<file path="config.mk">
export PLATFORM = sky130hd
export DESIGN_NAME = uart_rx
export DESIGN_NICKNAME = d
export VERILOG_FILES = /design/src/rtl/uart_rx.sv
export SDC_FILE = /design/constraint.sdc
export NUM_CORES = 1
export LEC_CHECK = 0
export BUFFER_PORTS_ARGS = -buffer_cell sky130_fd_sc_hd__buf_4
export CAP_MARGIN = 20
export CORE_ASPECT_RATIO = 1.75
export CORE_MARGIN = 2
export CORE_UTILIZATION = 52
export DETAILED_ROUTE_END_ITERATION = 8
export HOLD_SLACK_MARGIN = 0.08
export PLACE_DENSITY = 0.68
export SLEW_MARGIN = 20
export SYNTH_ARGS = -nofsm -noshare
export SYNTH_HDL_FRONTEND = slang
export SYNTH_SLANG_ARGS = --single-unit
</file>
<file path="constraint.sdc">
create_clock -name clk -period 2.54 [get_ports clk]
set_input_delay 0.381 -clock clk [delete_from_list [all_inputs] [get_ports clk]]
set_output_delay 0.381 -clock clk [all_outputs]
set_load 0.01 [all_outputs]
</file>
<file path="src/rtl/uart_rx.sv">
// 8N1 UART receiver with 16x oversampling and mid-bit sampling.
// Framing errors park the receiver in BREAK until the line returns high.
module uart_rx #(
    parameter int CLK_FREQ  = 125_000_000,
    parameter int BAUD_RATE = 115200
) (
    input  logic       clk,
    input  logic       rst_n,
    input  logic       rx,
    output logic [7:0] data,
    output logic       valid,
    output logic       frame_err,
    output logic       busy
);

    localparam int OS_COUNT = CLK_FREQ / (BAUD_RATE * 16);
    localparam int OS_W     = (OS_COUNT > 1) ? $clog2(OS_COUNT) : 1;
    localparam logic [OS_W-1:0] OS_MAX = OS_W'(OS_COUNT - 1);

    localparam logic [2:0] S_IDLE  = 3'd0;
    localparam logic [2:0] S_START = 3'd1;
    localparam logic [2:0] S_DATA  = 3'd2;
    localparam logic [2:0] S_STOP  = 3'd3;
    localparam logic [2:0] S_BREAK = 3'd4;

    logic            rx_m;
    logic            rx_s;
    logic [OS_W-1:0] os_cnt;
    logic            os_tick;
    logic [2:0]      state;
    logic [3:0]      tcnt;
    logic [2:0]      bidx;
    logic [7:0]      shreg;

    always_ff @(posedge clk or negedge rst_n) begin
        if (!rst_n) begin
            rx_m <= 1'b1;
            rx_s <= 1'b1;
        end else begin
            rx_m <= rx;
            rx_s <= rx_m;
        end
    end

    // Registered tick keeps the first tick OS_COUNT clocks after reset release.
    always_ff @(posedge clk or negedge rst_n) begin
        if (!rst_n) begin
            os_cnt  <= '0;
            os_tick <= 1'b0;
        end else if (os_cnt == OS_MAX) begin
            os_cnt  <= '0;
            os_tick <= 1'b1;
        end else begin
            os_cnt  <= os_cnt + 1'b1;
            os_tick <= 1'b0;
        end
    end

    always_ff @(posedge clk or negedge rst_n) begin
        if (!rst_n) begin
            state     <= S_IDLE;
            tcnt      <= 4'd0;
            bidx      <= 3'd0;
            shreg     <= 8'h00;
            data      <= 8'h00;
            valid     <= 1'b0;
            frame_err <= 1'b0;
        end else begin
            valid     <= 1'b0;
            frame_err <= 1'b0;
            if (os_tick) begin
                case (state)
                    S_IDLE: begin
                        if (!rx_s) begin
                            state <= S_START;
                            tcnt  <= 4'd0;
                        end
                    end
                    S_START: begin
                        if (tcnt == 4'd7) begin
                            tcnt <= 4'd0;
                            bidx <= 3'd0;
                            state <= rx_s ? S_IDLE : S_DATA;
                        end else begin
                            tcnt <= tcnt + 4'd1;
                        end
                    end
                    S_DATA: begin
                        if (tcnt == 4'd15) begin
                            shreg[bidx] <= rx_s;
                            tcnt        <= 4'd0;
                            if (bidx == 3'd7) begin
                                state <= S_STOP;
                            end else begin
                                bidx <= bidx + 3'd1;
                            end
                        end else begin
                            tcnt <= tcnt + 4'd1;
                        end
                    end
                    S_STOP: begin
                        if (tcnt == 4'd15) begin
                            data <= shreg;
                            tcnt <= 4'd0;
                            bidx <= 3'd0;
                            if (rx_s) begin
                                valid <= 1'b1;
                                state <= S_IDLE;
                            end else begin
                                frame_err <= 1'b1;
                                state     <= S_BREAK;
                            end
                        end else begin
                            tcnt <= tcnt + 4'd1;
                        end
                    end
                    S_BREAK: begin
                        if (rx_s) begin
                            state <= S_IDLE;
                        end
                    end
                    default: begin
                        state <= S_IDLE;
                        tcnt  <= 4'd0;
                        bidx  <= 3'd0;
                    end
                endcase
            end
        end
    end

    assign busy = (state != S_IDLE);

endmodule

</file>
After elaboration in Yosys (flattened, before gate mapping). Cells that the tools add are included. W data, S select, Z words.

Logic and storage cells: 74. Input port bits: 3. Output and inout port bits: 11. Register bits after elaboration: 38.

Muxes and demuxes: 31. $add $sub $neg: 3. Bitwise logic cells: 2. Equal/unequal tests: 15. Reductions and logical operators: 10. $lt $le $gt $ge: 2.

Operators with widths (number): $mux W3 (11); $pmux W4 S4 (1); $pmux W3 S5 (1); $ne A2 B2 Y1 const B (7); $mux W4 (3); $pmux W3 S4 (1); $mux W1 (10); $reduce_and A3 Y1 (3); $bwmux W8 (1); $add A7 B1 Y7 const B (1); $eq A7 B7 Y1 const B (1); $mux W7 (1); $reduce_and A7 Y1 (1); $eq A3 B2 Y1 const B (2); $eq A3 B3 Y1 const B (2); $reduce_and A6 Y1 (1); $add A4 B1 Y4 const B (1); $eq A4 B3 Y1 const B (1); $eq A4 B4 Y1 const B (1); $lt A3 B4 Y1 const B (1); $reduce_or A2 Y1 (2); $add A3 B1 Y3 const B (1); $demux W1 S3 (1); $eq A3 B1 Y1 const B (1); other kinds (6) (7).

Logic depth before layout (Yosys ltp). Gate-level depths: netlist of the first run.

Depth after elaboration: 5. Gate-level depth with buffers: 6. Depth with buffers taken out: 5.

Worst setup path before layout of the first run. No wires, ideal clock.

Path kind: flip-flop to flip-flop. Start: register tcnt[0]. End: register shreg[3]. Arrival time: 1.708 ns. Period minus slack after synthesis: 1.835 ns. Cell stages (with the launch flop): 6. Setup slack: 0.705 ns. Buffers on the path: 0. Library setup time: 0.128 ns. Required time: 2.412 ns. Cells stage by stage: dfrtp_1 -> ha_1 -> nand4b_4 -> or4_4 -> nor3b_2 -> mux2_1.

Longest elaborated chain between the ends: 2.

Ends and longest elaborated chain: start: declaration (RTL line 31) `logic [3:0] tcnt;`; start signal: assignment (RTL line 85) `tcnt <= tcnt + 4'd1;`; start signal: assignment (RTL line 98) `tcnt <= tcnt + 4'd1;`; start signal: assignment (RTL line 114) `tcnt <= tcnt + 4'd1;`; $eq A4 B4 Y1 (RTL line 89) `if (tcnt == 4'd15) begin`; $reduce_and A3 Y1 (no line); end signal: indexed assignment (RTL line 90) `shreg[bidx] <= rx_s;`; end: declaration (RTL line 33) `logic [7:0] shreg;`.

No other way between the ends. A chain may end at the register's enable or synchronous reset.

Worst setup path after layout of the first run.
Start: register tcnt[0]. End: register shreg[6].

Same word-level chain as after synthesis.

==> impl_metrics.ini, run 1 <==
[layout]
nets = 183
syn_to_final_growth_pct = 10.94
seq_area_um2 = 953.4
most-common-layout-cells = dfrtp_1, nand2_1, nor2_1
stdcell_count = 218
drive_gt1_share_pct = 18.29
post-route-util_pct = 61.11
fillCellCount = 284
multi_input_area_um2 = 738.2
design_area_um2 = 1941
final_common_cell = dfrtp_1
antenna_cells = 0

[drt]
drt_first_pass_iters = 4
drt_wl_total_um = 3334
drc = 0
post_drt_wl_per_cell_um = 15.29
vias = 1191
drtIter0Drc = 37
ant_nets = 0
vias_per_cell = 5.463

[die]
start_util_pct = 55.08
core_area_um2 = 3176
die_h_um = 80.73
ios = 14
die_w_um = 47.84
dieArea_um2 = 3862
num_rows = 27

[cts]
cts_root_buf = clkbuf_8
cts.sinks = 38
clk_pin_slew_worst_paths_ns = 0.07
cts_setup_buffers = 0
htree_levels = 2
cts_tree = yes
clock_path_buffers = 2
cts-buffers-inserted = 5
insertion_delay_ns = 0.29

[setup_path]
critPathCaptureType = register
required_ns = 2.71
worstPathArrival_ns = 2.18
cpPeakStageDelay_ns = 0.48
worstSetupPathType = register to register
r2r_cells = 5
critPathSlowestCell = or4_4
critical_path_depth = 5
cp_max_fo = 7
crit_buf_inv = 0
start_kind = register
path_cells = ha_1 > nand4b_4 > or4_4 > nor3b_2 > mux2_2
crit_family = simple AND/OR/NAND/NOR gates

[placement]
place_inst = 210
post-dp-hpwl_um = 2333
gp_congestion = 0.8467
post_dp_cell_area_um2 = 1854
placement.io_buffers = 13

[yosys]
yosysSeqAreaShare_pct = 54.51
synth_area_um2 = 1749
synthArstFlopShare_pct = 100.0
yosys_warnings = 0
synth_cell_types = 37
synth-edff-count = 0
synth.avg_cell_area_um2 = 10.73
syn-instance-count = 163
ys_ff_latch = 38
ys.flop_type = dfrtp_1
syn_nets = 171

[sta]
rsz0062_at_grt = false
drv_slew = 0
tightestPinTransition_ns = 0.6105
setup_viol = 0
period_share_pct = 79.22
slew_headroom_pct = 58.93
finalCriticalPeriod_ns = 2.012
finalHoldViolCount = 0
tns_ns = 0
fin_skew_ns = 0.007425
fmax_ghz = 0.4970

[grt]
use_met1_pct = 22.11
grt_pass1_vias = 1279
antenna_found_initial = 0
busiest_layer = met2
overflow = 0
grt.total_usage_pct = 20.84
grt_first_pass_wirelength_um = 5547
grt_start_max_net_pins = 39
grtUsageMet2_pct = 35.07
grtUsageMet3_pct = 4.719

[hold_path]
min_path_cells = 1
hold_path.class = input port to register

[power]
p_per_area_nw_per_um2 = 521.5
vdd_drop_max_mv = 0.3914
power_mw = 1.012
leakage_nw = 0.9936

[outcome]
outcome = finished clean

[job]
cap_viol_max_count = 0
-- worst register-to-register path: stages, from the launching register on --
cell	delay (ns)
dfrtp_1	0.39
ha_1	0.33
nand4b_4	0.14
or4_4	0.48
nor3b_2	0.20
mux2_2	0.36
-- power by group --
part	internal (mW)	switching, mW	leakage [nW]
Sequential	0.608	0.00359	0.510
Combinational	0.00368	0.0120	0.446
Clock	0.189	0.196	0.0383
Total	0.801	0.212	0.994
-- layout make-up --
class	count	area share, %
Sequential cell	38	49.13
Tap cell	43	2.772
Inverter	3	0.5803
Clock buffer	7	3.933
Timing Repair Buffer	14	5.545
Multi-Input combinational cell	113	38.04
-- cells in the mapped netlist, types with 2 or more instances --
master	n	area [µm²]
clkbuf_1	3	11.26
mux2i_1	2	20.02
ha_1	5	62.56
nor3_1	2	10.01
mux2_2	8	90.09
nor2_1	14	52.55
dfstp_2	2	52.55
nor3b_2	2	25.02
nand2_1	34	127.6
o21ai_0	4	20.02
nand3b_1	3	22.52
buf_2	4	20.02
nand3_1	8	40.04
a22o_1	5	43.79
inv_1	3	11.26
o22ai_1	2	12.51
xnor2_1	5	43.79
and3_1	3	18.77
dfrtp_1	36	900.9
-- routing by layer --
layer  part of all wire (%)  routed length (µm)
met3                    2.6                  86
met4                    3.2                 106
met5                      0                   0
met1                     41                1355
met2                     54                1785
-- path summary, 6_finish.rpt --
| check | startpoint | endpoint | slack (ns) |
|---|---|---|---|
| max | tcnt[0]$_DFFE_PN0P_ | shreg[6]$_DFFE_PN0P_ | 0.53 |
| min | rx | rx_m$_DFF_PN1_ | 0.20 |
| max reg2reg | tcnt[0]$_DFFE_PN0P_ | shreg[6]$_DFFE_PN0P_ | 0.53 |
| min reg2reg | rx_m$_DFF_PN1_ | rx_s$_DFF_PN1_ | 0.36 |
| max in group asynchronous | rst_n | rx_m$_DFF_PN1_ | 1.59 |
| min in group asynchronous | rst_n | state[0]$_DFFE_PN0P_ | 0.60 |
-- state kept, by name, indices dropped and copies added (netlist names) --
| signal | flops |
|---|---|
| frame_err | 1 |
| rx_s | 1 |
| os_cnt | 7 |
| bidx | 3 |
| shreg | 8 |
| data | 8 |
| os_tick | 1 |
| rx_m | 1 |
| valid | 1 |
| state | 3 |
| tcnt | 4 |
-- what timing repair did --
| item | 4_1_cts | 5_1_grt |
|---|---|---|
| hold endpoints to repair | 36 | 0 |
| hold buffers | 1 | 0 |
| endpoints found under the setup margin | 0 | 0 |
| gates resized for setup | 0 | 0 |
-- per-stage QoR --
stage	worst slack, ns	hold WS [ns]
after floorplan	0.7047	0.08541
after global placement	0.6463	0.3466
after detailed placement	0.5540	0.3491
after CTS	0.5284	0.1935
after global routing	0.4251	0.1919
final	0.5279	0.2029
-- logic make-up (layout without fill, tap and decap cells) --
group           Yosys count  after routing  synth area share (%)
compound gates           16             16                 6.581
xor+xnor                  6              6                 3.004
fa+ha+maj                 5              5                 3.577
buf+inv                  12             24                 3.290
flops                    38             38                 54.51
mux                      11             11                 6.939
simple gates             75             75                 22.10
(Power assumes the default switching activity.)
==> run 2, diff against run 1 <==
Settings changed: PLACE_DENSITY 0.68 to 0.7.
Clock period 2.54 ns to 1.77 ns, I/O delays scaled along.
==> run 2 against run 1 <==
  * The flow now finishes with violations (setup timing)
  * Critical path depth did not move
  * Final cell count is 7.8% higher
  * Clock skew is 0.0017 ns higher
  * Die area is the same
  * Cell area increased by 9.5%
==> impl_metrics.ini, run 2 (synthesized netlist as in run 1, its figures left out) <==
[grt]
grt_pass1_vias = 1343
grt_first_pass_wirelength_um = 6092
grt.total_usage_pct = 22.42
grt_start_max_net_pins = 39
antenna_found_initial = 0
overflow = 0

[die]
die_w_um = 47.84
num_rows = 27
ios = 14
dieArea_um2 = 3862
die_h_um = 80.73
start_util_pct = 55.08
core_area_um2 = 3176

[placement]
post_dp_cell_area_um2 = 1957
gp_congestion = 0.8156
placement.io_buffers = 13
post-dp-hpwl_um = 2433
post-place-ws_ns = -0.03338

[drt]
drt_first_pass_iters = 4
ant_nets = 0
vias_per_cell = 5.489
drc = 0
drt_wl_total_um = 3512
post_drt_wl_per_cell_um = 14.94
drtIter0Drc = 42
vias = 1290

[outcome]
failed_checks = setup timing
outcome = complete, but fails checks

[power]
leakage_nw = 1.094
p_per_area_nw_per_um2 = 759.6
vdd_drop_max_mv = 0.6426

[sta]
fmax_ghz = 0.5614
fin_skew_ns = 0.009089
tightestPinTransition_ns = 0.5619
finalHoldViolCount = 0
setup_ws_ns = -0.01130
period_share_pct = 100.6
setup_viol = 2
whs_ns = 0.3576
slew_headroom_pct = 62.22
drv_slew = 0
rsz0062_at_grt = true
tns_ns = -0.01395
finalCriticalPeriod_ns = 1.781

[setup_path]
worstSetupPathType = register to register
critPathSlowestCell = or4_4
crit_family = simple AND/OR/NAND/NOR gates
worstPathArrival_ns = 1.96
path_cells = ha_4 > nand4b_4 > or4_4 > nor3b_2 > mux2_4
cp_max_fo = 4
crit_buf_inv = 0
start_kind = register
cpPeakStageDelay_ns = 0.48
critPathCaptureType = register
required_ns = 1.94

[cts]
htree_levels = 2
cts-buffers-inserted = 5
cts.sinks = 38
clock_path_buffers = 2
insertion_delay_ns = 0.29
cts_root_buf = clkbuf_8
clk_pin_slew_worst_paths_ns = 0.07
cts_tree = yes

[layout]
most-common-layout-cells = dfrtp_1, nand2_1, buf_4
nets = 199
syn_to_final_growth_pct = 21.46
post-route-util_pct = 66.90
design_area_um2 = 2125
final_common_cell = dfrtp_1
drive_gt1_share_pct = 26.56
top_regs = data: 8 flops, shreg: 8 flops, os_cnt: 7 flops
antenna_cells = 0

[job]
cap_viol_max_count = 0

[hold_path]
hold_path.class = register to register
## run 2: routing by layer
metal | global-route usage, % | routed length (µm)
met2 | 36.27 | 1916
met4 | 11.35 | 110
met3 | 5.843 | 110
met1 | 26.04 | 1375
met5 | 0 | 0
## run 2: cell type report
cell class / count / area (µm²)
well taps: 43 / 53.80
repair buffers: 30 / 230.2
clock buffers: 7 / 76.32
multi-input cells: 113 / 769.5
fillers: 280 / 1051
inverters: 3 / 11.26
flip-flops and latches: 38 / 953.4
clock inverters: 1 / 30.03
## run 2: power breakdown
part	internal, mW	switching, mW	leakage (nW)	total, mW
Combinational	0.00829	0.0222	0.532	0.0305
Sequential	0.872	0.00120	0.510	0.873
Clock	0.422	0.289	0.0524	0.710
## run 2: what timing repair did
action | in CTS | in global routing
pin swaps | 1 | 0
hold buffers | 2 | 0
endpoints found under the setup margin | 3 | 4
setup buffers | 2 | 1
endpoints found under the hold margin | 37 | 0
resized for setup | 2 | 2
## run 2: final timing paths
path                                           from              endpoint  slack [ns]  cells after the start
worst max-delay path            tcnt[0]$_DFFE_PN0P_  shreg[3]$_DFFE_PN0P_       -0.01                      5
worst min-delay path                 rx_m$_DFF_PN1_        rx_s$_DFF_PN1_        0.36                      0
worst max register to register  tcnt[0]$_DFFE_PN0P_  shreg[3]$_DFFE_PN0P_       -0.01                      5
worst min register to register       rx_m$_DFF_PN1_        rx_s$_DFF_PN1_        0.36                      0
max in group asynchronous                     rst_n        rx_s$_DFF_PN1_        0.95                      2
min in group asynchronous                     rst_n  state[1]$_DFFE_PN0P_        0.47                      2
## run 2: per-stage QoR
step,instances,power [mW]
3_3_place_gp,222,0.9173
2_1_floorplan,163,0.8944
4_1_cts,234,1.635
6_report,235,1.614
3_5_place_dp,222,0.9184
5_1_grt,235,1.674
==> run 3, diff against run 2 <==
Settings changed: CORE_ASPECT_RATIO 1.75 to 0.7.
==> run 3 against run 2 <==
  * Global-route usage is 1.9 points lower
  * Final cell count is 1.7% lower
  * The run still ends with setup timing left
  * Largest cell class unchanged
  * Fmax shrank 0.61%
  * Critical endpoint is now shreg[6]$_DFFE_PN0P_
  * Sequential power is essentially flat
==> impl_metrics.ini, run 3 (synthesized netlist as in run 1, its figures left out) <==
[power]
power_mw = 1.667
p_seq_share_pct = 52.4
p_sw_share_pct = 19.64
power_switching_uw = 327.4
p_clk_share_pct = 45.8
vdd_drop_max_mv = 0.6198
p_int_mw = 1.340
leakage_nw = 1.104
p_per_area_nw_per_um2 = 782.8
power.share.combinational_pct = 1.8

[sta]
finalCriticalPeriod_ns = 1.792
rsz0062_at_grt = true
drv_slew = 0
tightestPinTransition_ns = 0.5603
setup_viol = 2
setup_ws_ns = -0.02216
tns_ns = -0.03002
finalHoldViolCount = 0
period_share_pct = 101.3
whs_ns = 0.3616
fmax_ghz = 0.5580
fin_skew_ns = 0.009119
slew_headroom_pct = 62.33

[hold_path]
hold_path.class = register to register
min_path_cells = 0
hold_start = rx_m$_DFF_PN1_
holdPathEnd = rx_s$_DFF_PN1_

[setup_path]
r2r_slack_ns = -0.02
required_ns = 1.94
r2r_cells = 5
r2r-start = tcnt[0]$_DFFE_PN0P_
worstPathArrival_ns = 1.97
worstSetupPathType = register to register
critPathCaptureType = register
cp_max_fo = 4
start_kind = register
r2r_end = shreg[6]$_DFFE_PN0P_

[die]
num_rows = 17
start_util_pct = 54.82
dieArea_um2 = 3851
die_w_um = 73.32
ios = 14
die_h_um = 52.53
core_area_um2 = 3191

[placement]
post_dp_cell_area_um2 = 1958
post-dp-hpwl_um = 2396
gp_congestion = 0.8508
placement.io_buffers = 13

[drt]
vias = 1275
vias_per_cell = 5.519
drt_first_pass_iters = 4
drtIter0Drc = 79
post_drt_wl_per_cell_um = 14.67
drt_wl_total_um = 3388
ant_nets = 0
drc = 0

[layout]
drive_gt1_share_pct = 27.46
nets = 200
antenna_cells = 0
syn_to_final_growth_pct = 21.75
most-common-layout-cells = dfrtp_1, nand2_1, buf_4
design_area_um2 = 2130
final_common_cell = dfrtp_1
top_regs = data: 8 flops, shreg: 8 flops, os_cnt: 7 flops

[cts]
cts_root_buf = clkbuf_8
htree_levels = 2
cts.sinks = 38
cts-buffers-inserted = 5
insertion_delay_ns = 0.29
clock_path_buffers = 2
cts_tree = yes
clk_pin_slew_worst_paths_ns = 0.08

[grt]
grt_first_pass_wirelength_um = 5823
grt_start_max_net_pins = 39
antenna_found_initial = 0
grt_pass1_vias = 1251
grt.total_usage_pct = 20.56
overflow = 0

[job]
cap_viol_max_count = 0

[outcome]
failed_checks = setup timing
outcome = complete, but fails checks
## run 3: changes by cell type in the layout (fill, tap and decap cells not counted), sizes merged
cell	before	now
buf	28	29
## run 3: metrics by stage
stage / setup slack (ns) / std cells / utilization (%)
floorplan: 0.008366 / 163 / -
global placement: 0.03443 / 218 / 61.37
detailed placement: -0.09875 / 218 / 61.37
CTS: -0.03129 / 230 / 66.39
global route: -0.08073 / 231 / 66.75
finish: -0.02216 / 231 / 66.75
## run 3: worst max-delay path, cell delays in order, from the launching register on
cell and delay, ns:
dfrtp_1 0.39, ha_4 0.17, nand4b_4 0.10, or4_4 0.47
nor3b_2 0.22, mux2_4 0.32
## run 3: power by group through the flow
stage	Sequential, mW	Combinational (mW)	Clock (mW)
3_5_place_dp	0.890	0.0284	0
5_1_grt	0.873	0.0354	0.804
6_report	0.873	0.0303	0.764
4_1_cts	0.873	0.0319	0.775
2_1_floorplan	0.890	0.00399	0
3_3_place_gp	0.889	0.0274	0
## run 3: what timing repair did
| action | 4_1_cts | 5_1_grt |
|---|---|---|
| setup buffers | 2 | 1 |
| setup endpoints to repair | 3 | 5 |
| gates resized for setup | 2 | 1 |
| hold buffers | 2 | 0 |
| endpoints found under the hold margin | 37 | 0 |
| pin swaps | 1 | 0 |
## run 3: worst max-delay path by stage
stage                        startpoint                    to  slack (ns)
finish              tcnt[0]$_DFFE_PN0P_  shreg[6]$_DFFE_PN0P_       -0.02
global route        tcnt[0]$_DFFE_PN0P_  shreg[2]$_DFFE_PN0P_       -0.08
CTS                 tcnt[0]$_DFFE_PN0P_  shreg[6]$_DFFE_PN0P_       -0.03
detailed placement  tcnt[1]$_DFFE_PN0P_  shreg[2]$_DFFE_PN0P_        -0.1
global placement    tcnt[1]$_DFFE_PN0P_  shreg[3]$_DFFE_PN0P_        0.03
floorplan           tcnt[0]$_DFFE_PN0P_  shreg[3]$_DFFE_PN0P_       0.008
## run 3: per-layer routing
metal / track usage (%) / vias up / part of all wire (%)
li1: - / 613 / -
met1: 28.91 / 620 / 50
met2: 31.53 / 36 / 44
met3: 5.192 / 6 / 4.6
met4: 6.364 / 0 / 1.1
met5: 0 / - / 0
## run 3: area by class of cell
class	instances	area (µm²)
clock buffers	7	86.33
flip-flops and latches	38	953.4
repair buffers	31	237.7
well taps	38	47.55
multi-input cells	113	763.2
inverters	3	11.26
fillers	239	1061
clock inverters	1	30.03
